<file path="config.mk">
export PLATFORM = sky130hd
export DESIGN_NAME = bus_op_sequencer
export DESIGN_NICKNAME = d
export VERILOG_FILES = /design/src/rtl/sd_pkg.sv /design/src/rtl/cmd_fifo.sv /design/src/rtl/bus_op_sequencer.sv
export SDC_FILE = /design/constraint.sdc
export NUM_CORES = 1
export LEC_CHECK = 0
export BUFFER_PORTS_ARGS = -buffer_cell sky130_fd_sc_hd__buf_2
export CORE_MARGIN = 2
export CORE_UTILIZATION = 60
export DETAILED_ROUTE_END_ITERATION = 12
export PLACE_DENSITY_LB_ADDON = 0.08
export SLEW_MARGIN = 40
export SYNTH_ARGS = -nofsm -noshare
export SYNTH_HDL_FRONTEND = slang
export SYNTH_HIERARCHICAL = 1
export SYNTH_SLANG_ARGS = --single-unit
</file>
<file path="constraint.sdc">
create_clock -name clk -period 6.4 [get_ports clk]
set_input_delay 0.64 -clock clk [delete_from_list [all_inputs] [get_ports clk]]
set_output_delay 0.64 -clock clk [all_outputs]
set_load 0.02 [all_outputs]
</file>
<file path="src/rtl/sd_pkg.sv">
// Shared definitions for the bus-operation sequencer: opcodes, register
// codes, FSM state encoding, the control-output bundle and decode helpers.
package sd_pkg;

    localparam int OPW = 2;

    localparam logic [1:0] OP_NOP = 2'd0;
    localparam logic [1:0] OP_ADD = 2'd1;
    localparam logic [1:0] OP_SUB = 2'd2;
    localparam logic [1:0] OP_MOV = 2'd3;

    localparam logic [1:0] REG_A  = 2'd0;
    localparam logic [1:0] REG_B  = 2'd1;
    localparam logic [1:0] REG_C  = 2'd2;
    localparam logic [1:0] REG_AC = 2'd3;

    typedef enum logic [2:0] {
        ST_IDLE   = 3'd0,
        ST_LOAD_T = 3'd1,
        ST_EXEC   = 3'd2,
        ST_WRBACK = 3'd3,
        ST_MOVE   = 3'd4,
        ST_DONE   = 3'd5
    } state_e;

    // One bit per datapath control plus the retire/error flags.
    typedef struct packed {
        logic wa;
        logic wb;
        logic wc;
        logic wt;
        logic wac;
        logic ra;
        logic rb;
        logic rc;
        logic rac;
        logic s;
        logic r;
        logic fin;
        logic err;
    } ctrl_t;

    // Bus-drive enables {Ra, Rb, Rc, Rac} for a register select.
    function automatic logic [3:0] rd_dec(input logic [1:0] sel);
        logic [3:0] v;
        case (sel)
            REG_A:   v = 4'b1000;
            REG_B:   v = 4'b0100;
            REG_C:   v = 4'b0010;
            REG_AC:  v = 4'b0001;
            default: v = 4'b0000;
        endcase
        return v;
    endfunction

    // Write enables {Wa, Wb, Wc}; AC is only ever written by the ALU.
    function automatic logic [2:0] wr_dec(input logic [1:0] sel);
        logic [2:0] v;
        case (sel)
            REG_A:   v = 3'b100;
            REG_B:   v = 3'b010;
            REG_C:   v = 3'b001;
            default: v = 3'b000;
        endcase
        return v;
    endfunction

    // A MOV into AC, or onto itself, cannot be carried out on the bus.
    function automatic logic mov_illegal(input logic [1:0] src1, input logic [1:0] dst);
        return (dst == REG_AC) || (src1 == dst);
    endfunction

endpackage

</file>
<file path="src/rtl/cmd_fifo.sv">
// Synchronous command queue with occupancy count and reset flush.
// Depth must be a power of two so the pointers wrap naturally.
module cmd_fifo #(
    parameter int DW    = 8,
    parameter int DEPTH = 2
) (
    input  logic                       clk,
    input  logic                       reset,
    input  logic                       push,
    input  logic [DW-1:0]              push_data,
    input  logic                       pop,
    output logic [DW-1:0]              head,
    output logic                       empty,
    output logic [$clog2(DEPTH):0]     count
);
    localparam int AW = $clog2(DEPTH);

    logic [DW-1:0] mem_q [DEPTH];
    logic [AW-1:0] wr_ptr_q, wr_ptr_d;
    logic [AW-1:0] rd_ptr_q, rd_ptr_d;
    logic [AW:0]   count_q, count_d;
    logic          full_s;
    logic          do_push_s;
    logic          do_pop_s;

    assign full_s = (count_q == (AW+1)'(DEPTH));
    assign empty  = (count_q == '0);
    assign head   = mem_q[rd_ptr_q];
    assign count  = count_q;

    // Next pointers and occupancy; pushes while full and pops while empty are ignored.
    always_comb begin
        do_push_s = push && !full_s;
        do_pop_s  = pop && !empty;
        wr_ptr_d  = wr_ptr_q;
        rd_ptr_d  = rd_ptr_q;
        count_d   = count_q;
        if (do_push_s) begin
            wr_ptr_d = wr_ptr_q + AW'(1);
        end else begin
            wr_ptr_d = wr_ptr_q;
        end
        if (do_pop_s) begin
            rd_ptr_d = rd_ptr_q + AW'(1);
        end else begin
            rd_ptr_d = rd_ptr_q;
        end
        if (do_push_s && !do_pop_s) begin
            count_d = count_q + (AW+1)'(1);
        end else if (do_pop_s && !do_push_s) begin
            count_d = count_q - (AW+1)'(1);
        end else begin
            count_d = count_q;
        end
    end

    // Pointer and count state; reset flushes the queue.
    always_ff @(posedge clk or posedge reset) begin
        if (reset) begin
            wr_ptr_q <= '0;
            rd_ptr_q <= '0;
            count_q  <= '0;
        end else begin
            wr_ptr_q <= wr_ptr_d;
            rd_ptr_q <= rd_ptr_d;
            count_q  <= count_d;
        end
    end

    // Storage write; contents are don't-care until pushed, so no reset.
    always_ff @(posedge clk) begin
        if (do_push_s) begin
            mem_q[wr_ptr_q] <= push_data;
        end
    end

endmodule

</file>
<file path="src/rtl/bus_op_sequencer.sv">
// Command-driven sequencer for the shared-bus A/B/C/T/AC datapath.
// Commands enter a small queue and are expanded into per-cycle register
// read/write and ALU controls. Outputs are flops loaded from the decode of
// the next state, so they carry no combinational path from the inputs.
// Optional macro SEQ_ERR_EN: flag illegal MOVs on err during their DONE cycle.
module bus_op_sequencer
    import sd_pkg::*;
#(
    parameter int QDEPTH = 2,
    parameter int RW     = 2
) (
    input  logic          clk,
    input  logic          reset,
    input  logic          cmd_valid,
    output logic          cmd_ready,
    input  logic [1:0]    cmd_op,
    input  logic [RW-1:0] cmd_src1,
    input  logic [RW-1:0] cmd_src2,
    input  logic [RW-1:0] cmd_dst,
    output logic          Wa,
    output logic          Wb,
    output logic          Wc,
    output logic          Wt,
    output logic          Wac,
    output logic          Ra,
    output logic          Rb,
    output logic          Rc,
    output logic          Rac,
    output logic          S,
    output logic          R,
    output logic          busy,
    output logic          fin,
    output logic          err
);
    localparam int CW   = OPW + 3 * RW;
    localparam int CNTW = $clog2(QDEPTH) + 1;

    logic [CW-1:0]   head_s;
    logic [CNTW-1:0] count_s;
    logic            empty_s;
    logic            pop_s;

    state_e          state_q, state_d;
    logic [CW-1:0]   cmd_q, cmd_d;
    ctrl_t           ctrl_q, ctrl_d;

    logic [1:0]      head_op_s;
    logic [RW-1:0]   head_src1_s;
    logic [RW-1:0]   head_dst_s;
    logic [1:0]      cur_op_s;
    logic [RW-1:0]   cur_src1_s;
    logic [RW-1:0]   cur_src2_s;
    logic [RW-1:0]   cur_dst_s;

    cmd_fifo #(
        .DW    (CW),
        .DEPTH (QDEPTH)
    ) u_cmd_fifo (
        .clk       (clk),
        .reset     (reset),
        .push      (cmd_valid),
        .push_data ({cmd_op, cmd_src1, cmd_src2, cmd_dst}),
        .pop       (pop_s),
        .head      (head_s),
        .empty     (empty_s),
        .count     (count_s)
    );

    assign cmd_ready   = (count_s != CNTW'(QDEPTH));
    assign busy        = (state_q != ST_IDLE) || !empty_s;

    assign head_op_s   = head_s[CW-1 -: OPW];
    assign head_src1_s = head_s[3*RW-1 -: RW];
    assign head_dst_s  = head_s[RW-1:0];

    assign cur_op_s    = cmd_d[CW-1 -: OPW];
    assign cur_src1_s  = cmd_d[3*RW-1 -: RW];
    assign cur_src2_s  = cmd_d[2*RW-1 -: RW];
    assign cur_dst_s   = cmd_d[RW-1:0];

    // Next state and command latch; the queue head is taken only from IDLE.
    always_comb begin
        state_d = state_q;
        cmd_d   = cmd_q;
        pop_s   = 1'b0;
        case (state_q)
            ST_IDLE: begin
                if (!empty_s) begin
                    pop_s = 1'b1;
                    cmd_d = head_s;
                    case (head_op_s)
                        OP_NOP:  state_d = ST_DONE;
                        OP_MOV:  state_d = mov_illegal(head_src1_s, head_dst_s) ? ST_DONE : ST_MOVE;
                        default: state_d = ST_LOAD_T;
                    endcase
                end else begin
                    state_d = ST_IDLE;
                end
            end
            ST_LOAD_T: state_d = ST_EXEC;
            ST_EXEC:   state_d = ST_WRBACK;
            ST_WRBACK: state_d = ST_DONE;
            ST_MOVE:   state_d = ST_DONE;
            ST_DONE:   state_d = ST_IDLE;
            default:   state_d = ST_IDLE;
        endcase
    end

    // Control decode for the state about to be entered, using the command it will hold.
    always_comb begin
        ctrl_d = '0;
        case (state_d)
            ST_IDLE: begin
                ctrl_d = '0;
            end
            ST_LOAD_T: begin
                {ctrl_d.ra, ctrl_d.rb, ctrl_d.rc, ctrl_d.rac} = rd_dec(cur_src1_s);
                ctrl_d.wt = 1'b1;
            end
            ST_EXEC: begin
                {ctrl_d.ra, ctrl_d.rb, ctrl_d.rc, ctrl_d.rac} = rd_dec(cur_src2_s);
                ctrl_d.wac = 1'b1;
                if (cur_op_s == OP_SUB) begin
                    ctrl_d.r = 1'b1;
                end else begin
                    ctrl_d.s = 1'b1;
                end
            end
            ST_WRBACK: begin
                // A destination of AC already holds the result after EXEC.
                if (cur_dst_s != REG_AC) begin
                    ctrl_d.rac = 1'b1;
                    {ctrl_d.wa, ctrl_d.wb, ctrl_d.wc} = wr_dec(cur_dst_s);
                end else begin
                    ctrl_d = '0;
                end
            end
            ST_MOVE: begin
                {ctrl_d.ra, ctrl_d.rb, ctrl_d.rc, ctrl_d.rac} = rd_dec(cur_src1_s);
                {ctrl_d.wa, ctrl_d.wb, ctrl_d.wc} = wr_dec(cur_dst_s);
            end
            ST_DONE: begin
                ctrl_d.fin = 1'b1;
`ifdef SEQ_ERR_EN
                ctrl_d.err = (cur_op_s == OP_MOV) && mov_illegal(cur_src1_s, cur_dst_s);
`else
                ctrl_d.err = 1'b0;
`endif
            end
            default: begin
                ctrl_d = '0;
            end
        endcase
    end

    // FSM state, latched command and registered control outputs.
    always_ff @(posedge clk or posedge reset) begin
        if (reset) begin
            state_q <= ST_IDLE;
            cmd_q   <= '0;
            ctrl_q  <= '0;
        end else begin
            state_q <= state_d;
            cmd_q   <= cmd_d;
            ctrl_q  <= ctrl_d;
        end
    end

    assign Wa  = ctrl_q.wa;
    assign Wb  = ctrl_q.wb;
    assign Wc  = ctrl_q.wc;
    assign Wt  = ctrl_q.wt;
    assign Wac = ctrl_q.wac;
    assign Ra  = ctrl_q.ra;
    assign Rb  = ctrl_q.rb;
    assign Rc  = ctrl_q.rc;
    assign Rac = ctrl_q.rac;
    assign S   = ctrl_q.s;
    assign R   = ctrl_q.r;
    assign fin = ctrl_q.fin;
    assign err = ctrl_q.err;

endmodule
</file>
* Word-level counts from Yosys, hierarchy flattened *
Memories as Yosys holds them, arrays and structs flattened.
Cells that the tools add are included.

storage, ports and cells
  bits in registers = 28
  bits in writable memories = 16
  input port bits = 11
  output and inout bits = 15
  word-level logic and storage cells = 92
  memories = 1

operators by class
  $add $sub $neg = 4
  equality and inequality tests = 24
  muxes and demuxes = 25
  reductions and logical operators = 20

memories
  name              words  bits a word  rd ports  clocked after Yosys merged registers in  write ports  RTL line        RTL
  u_cmd_fifo.mem_q  2      8            1         0                                        1            cmd_fifo.sv:18  logic [DW-1:0] mem_q [DEPTH];

operators with widths
  cell                                                  number
  one-hot mux 4 bit (4 select lines)                    2
  equality test 2 bit (second input constant)           9
  two-way mux 8 bit                                     2
  equality test 3 x 2 -> 1 bit (second input constant)  4
  one-hot mux 3 bit (2 select lines)                    2
  one-hot mux 3 bit (4 select lines)                    1
  one-hot mux 4 bit (3 select lines)                    1
  zero test 2 bit                                       5
  two-way mux 1 bit                                     10
  equality test 3 bit (second input constant)           3
  one-hot mux 3 bit (3 select lines)                    1
  two-way mux 2 bit                                     4
  equality test 2 x 1 -> 1 bit (second input constant)  3
  equality test 3 x 1 -> 1 bit (second input constant)  2
  two-way mux 3 bit                                     2
  logical AND 1 bit                                     4
  zero test 1 bit                                       4
  inequality test 2 bit (second input constant)         2
  OR reduction 2 bit                                    2
  zero test 3 bit                                       1
  nonzero test 3 bit                                    1
  adder 1 bit (second input constant)                   2
  adder 2 x 1 -> 2 bit (second input constant)          1
  equality test 2 bit                                   1
  other kinds (3)                                       4

* Longest topological paths before layout *
An unclocked memory read counts as a cell.

  depth in word-level cells = 10
  mapped depth = 8
  mapped depth without buffers = 7

* Cells and area by module *
Netlist, hierarchy kept.

modules (own cells, without submodules)
  module            instances  cells each  area each (µm²)  sequential area each (µm²)
  bus_op_sequencer  1          100         1,033.5          525.5
  cmd_fifo          1          45          775.7            580.6

* Worst setup path before layout *
Ideal clock, no wire load.

  path type = flip-flop to flip-flop
  from = reg u_cmd_fifo.rd_ptr_q
  to = reg ctrl_q (netlist bit Wa)
  setup time = 0.101 ns
  data arrival time = 2.086 ns
  required time = 6.299 ns
  setup slack = 4.213 ns
  cell stages (with the launch flop) = 9
  path buffers = 1
  period minus slack after synthesis = 2.187 ns
  cells stage by stage = dfrtp_1 buf_2 mux2_1 inv_1 ha_1 or4_1 a21oi_1 a211oi_1 nor4_1

RTL lines
  item                    RTL line                 RTL
  start, declared         cmd_fifo.sv:20           logic [AW-1:0] rd_ptr_q, rd_ptr_d;
  start signal, assigned  cmd_fifo.sv:65           rd_ptr_q <= rd_ptr_d;
  end signal, assigned    bus_op_sequencer.sv:165  ctrl_q <= ctrl_d;
  end, declared           bus_op_sequencer.sv:45   ctrl_t ctrl_q, ctrl_d;

==> results_dict.tcl <==
set metrics [dict create \
    vias 1163 \
    setup_slack_ns 3.85 \
    yosysTopAreaCell "dfrtp_1" \
    place_ws_ns 3.88 \
    num_antenna_cells 0 \
    yosys_register_bits 41 \
    die_w_um 58.9 \
    finalSetupViolCount 0 \
    wl_per_cell_um 16.2 \
    dpl.hpwl_um 2400 \
    vdd_ir_drop_max_uv 309 \
    fin_tns_setup_ns 0 \
    ios 26 \
    drive_above_1_share_pct 24.7 \
    synth_ff_type "dfrtp_1" \
    fin_skew_ns 0.00934 \
    holdCritPathClass "in -> async" \
    yosys_warnings 6 \
    register_area_um2 1110 \
    path_class "reg -> reg" \
    clk_path_buf_depth 2 \
    initial_core_util_pct 64.5 \
    fin_total_pwr_mw 1.05 \
    area_delta_synth_final_pct 10.9 \
    post-cts-setup-buffer-count 0 \
    worstSetupEndpointType "flip-flop" \
    clk_pin_slew_ns 0.11 \
    via_per_inst 5.79 \
    synth.most_common_cell "dfrtp_1" \
    grt_pass1_vias 1202 \
    cts-buffers-inserted 5 \
    crit_fanout 9 \
    route.detailed.drc 2 \
    max_freq_mhz 391 \
    grt_max_degree 22 \
    ant_nets 0 \
    synth_edf_count 16 \
    fin_crit_ns 2.55 \
    dieArea_um2 3470 \
    clock_latency_ns 0.34 \
    final_nets 183 \
    firstDrtPassIters 8 \
    worstMarginPinSlew_ns 0.766 \
    fin_cells 201 \
    grt_pass1_wl_um 5580 \
    ys_seq_area_share_pct 61.1 \
    cts_resized 0 \
    cts_root_buf "clkbuf_4" \
    synthCells 145 \
    core_um2 2810 \
    fin_crit_sh_pct 39.9 \
    synth_commonest_cells "dfrtp_1, edfxtp_1, inv_1, nor2_1, mux2_1" \
    wl_um 3260 \
    yosys.area.top_type_share_pct 34.6 \
    num_rows 19 \
    cts_hold_buf 0 \
    grtUsageTotal_pct 22.3 \
    rsz0062_at_grt "false" \
    cts_tree "yes" \
    start_kind "flip-flop" \
    die_h_um 58.9 \
    finalHoldViolCount 0 \
    fin_hold_ws_ns 0.190 \
    power.leakage_nw 0.869 \
    ys_top_cells_by_area "dfrtp_1, edfxtp_1, mux2_1" \
    arrival_ns 2.79 \
    portBuffers 24 \
    grt_overflow 0 \
    outcome "complete, but fails checks" \
    synthesis.area_um2 1810 \
    drv_slew 0 \
    syn_nets 159 \
    multi_input_area_um2 621 \
    power_density_nw_per_um2 525 \
    violations "design-rule violations" \
    drtIter0Drc 36 \
    crit_required_ns 6.64 \
    htree_levels 2 \
    slew_headroom_pct 48.6 \
    dp_cells 193 \
    max_cap_violations 0 \
    async_flop_share_pct 61.0 \
    netlist-cell-type-count 39 \
    clock_sinks 41 \
    finalWeightedCongestion 0.769 \
    r2r_setup_slack_ns 3.85 \
    antenna_found_initial 0 \
    num-fill-cells 211 \
    syn_avg_cell_area_um2 12.5 \
]
==> per-layer routing <==
metal	routed length, um	up-vias	global-route usage (%)
met4	48	0	7.79
li1	-	559	-
met2	1700	46	38.3
met3	185	6	6.15
met1	1320	552	26.9
met5	0	-	0
==> registers in the layout, indices dropped and copies added (netlist names), 2 cells and up <==
register,count
u_cmd_fifo/mem_q,16
cmd_q,6
state_q,3
u_cmd_fifo/count,2
==> cells in the final DEF, fill, tap and decap left out, types with 3 or more instances in the layout <==
cell type	count
a21oi_1	4
buf_2	24
clkbuf_4	5
dfrtp_1	25
edfxtp_1	16
ha_1	3
inv_1	9
mux2_1	8
mux2_2	4
nand2_1	7
nand2b_1	5
nand3_1	3
nor2_1	10
nor3_1	3
nor4_1	3
o21ai_0	5
xnor2_1	5
==> metrics by stage <==
stage / utilization (%) / instance area (um^2)
4_1_cts: 71.5 / 2010
2_1_floorplan: - / 1810
6_report: 71.5 / 2010
3_5_place_dp: 68.7 / 1930
3_3_place_gp: 68.7 / 1930
5_1_grt: 71.5 / 2010
==> final cells by class <==
| class | count | area share (%) |
|---|---|---|
| Inverter | 11 | 2.06 |
| Clock buffer | 8 | 3.99 |
| Multi-Input combinational cell | 86 | 30.9 |
| Sequential cell | 41 | 55.1 |
| Timing Repair Buffer | 24 | 5.99 |
| Tap cell | 31 | 1.93 |
==> worst max-delay path, cell delays in order, from the launching register on <==
cell and delay, ns:
dfrtp_1 0.59, mux2_1 0.41, inv_1 0.07, ha_1 0.28, or4_1 0.55, a21oi_1 0.14, a211oi_1 0.10, nor4_1 0.29
==> kinds of logic after synthesis <==
kind of cell	Yosys count	share of synthesized area, %
and+or+nand+nor	42	13.5
DFF	41	61.1
AOI/OAI and AO/OA	20	7.05
buffers and inverters	18	4.56
muxes	14	8.58
xor gates and xnor gates	6	2.90
adders and majority gates	3	2.07
other	1	0.207
==> power breakdown <==
| group | switching (mW) | total, mW | internal [mW] |
|---|---|---|---|
| logic | 0.259 | 0.443 | 0.184 |
| registers | 0.0815 | 0.454 | 0.372 |
| clock network | 0.0794 | 0.157 | 0.0777 |
==> worst paths after layout <==
kind / cells past startpoint / startpoint / end
max: 7 / u_cmd_fifo/rd_ptr_q$_DFFE_PP0P_ / Wa$_DFF_PP0_
min: 2 / reset / u_cmd_fifo/rd_ptr_q$_DFFE_PP0P_
max reg2reg: 7 / u_cmd_fifo/rd_ptr_q$_DFFE_PP0P_ / Wa$_DFF_PP0_
min reg2reg: 1 / u_cmd_fifo/wr_ptr_q$_DFFE_PP0P_ / u_cmd_fifo/wr_ptr_q$_DFFE_PP0P_
max in group asynchronous: 2 / reset / state_q[0]$_DFF_PP0_
min in group clk: 1 / cmd_src2[0] / u_cmd_fifo/mem_q[1][2]$_DFFE_PP_
(Power assumes the default switching activity.)
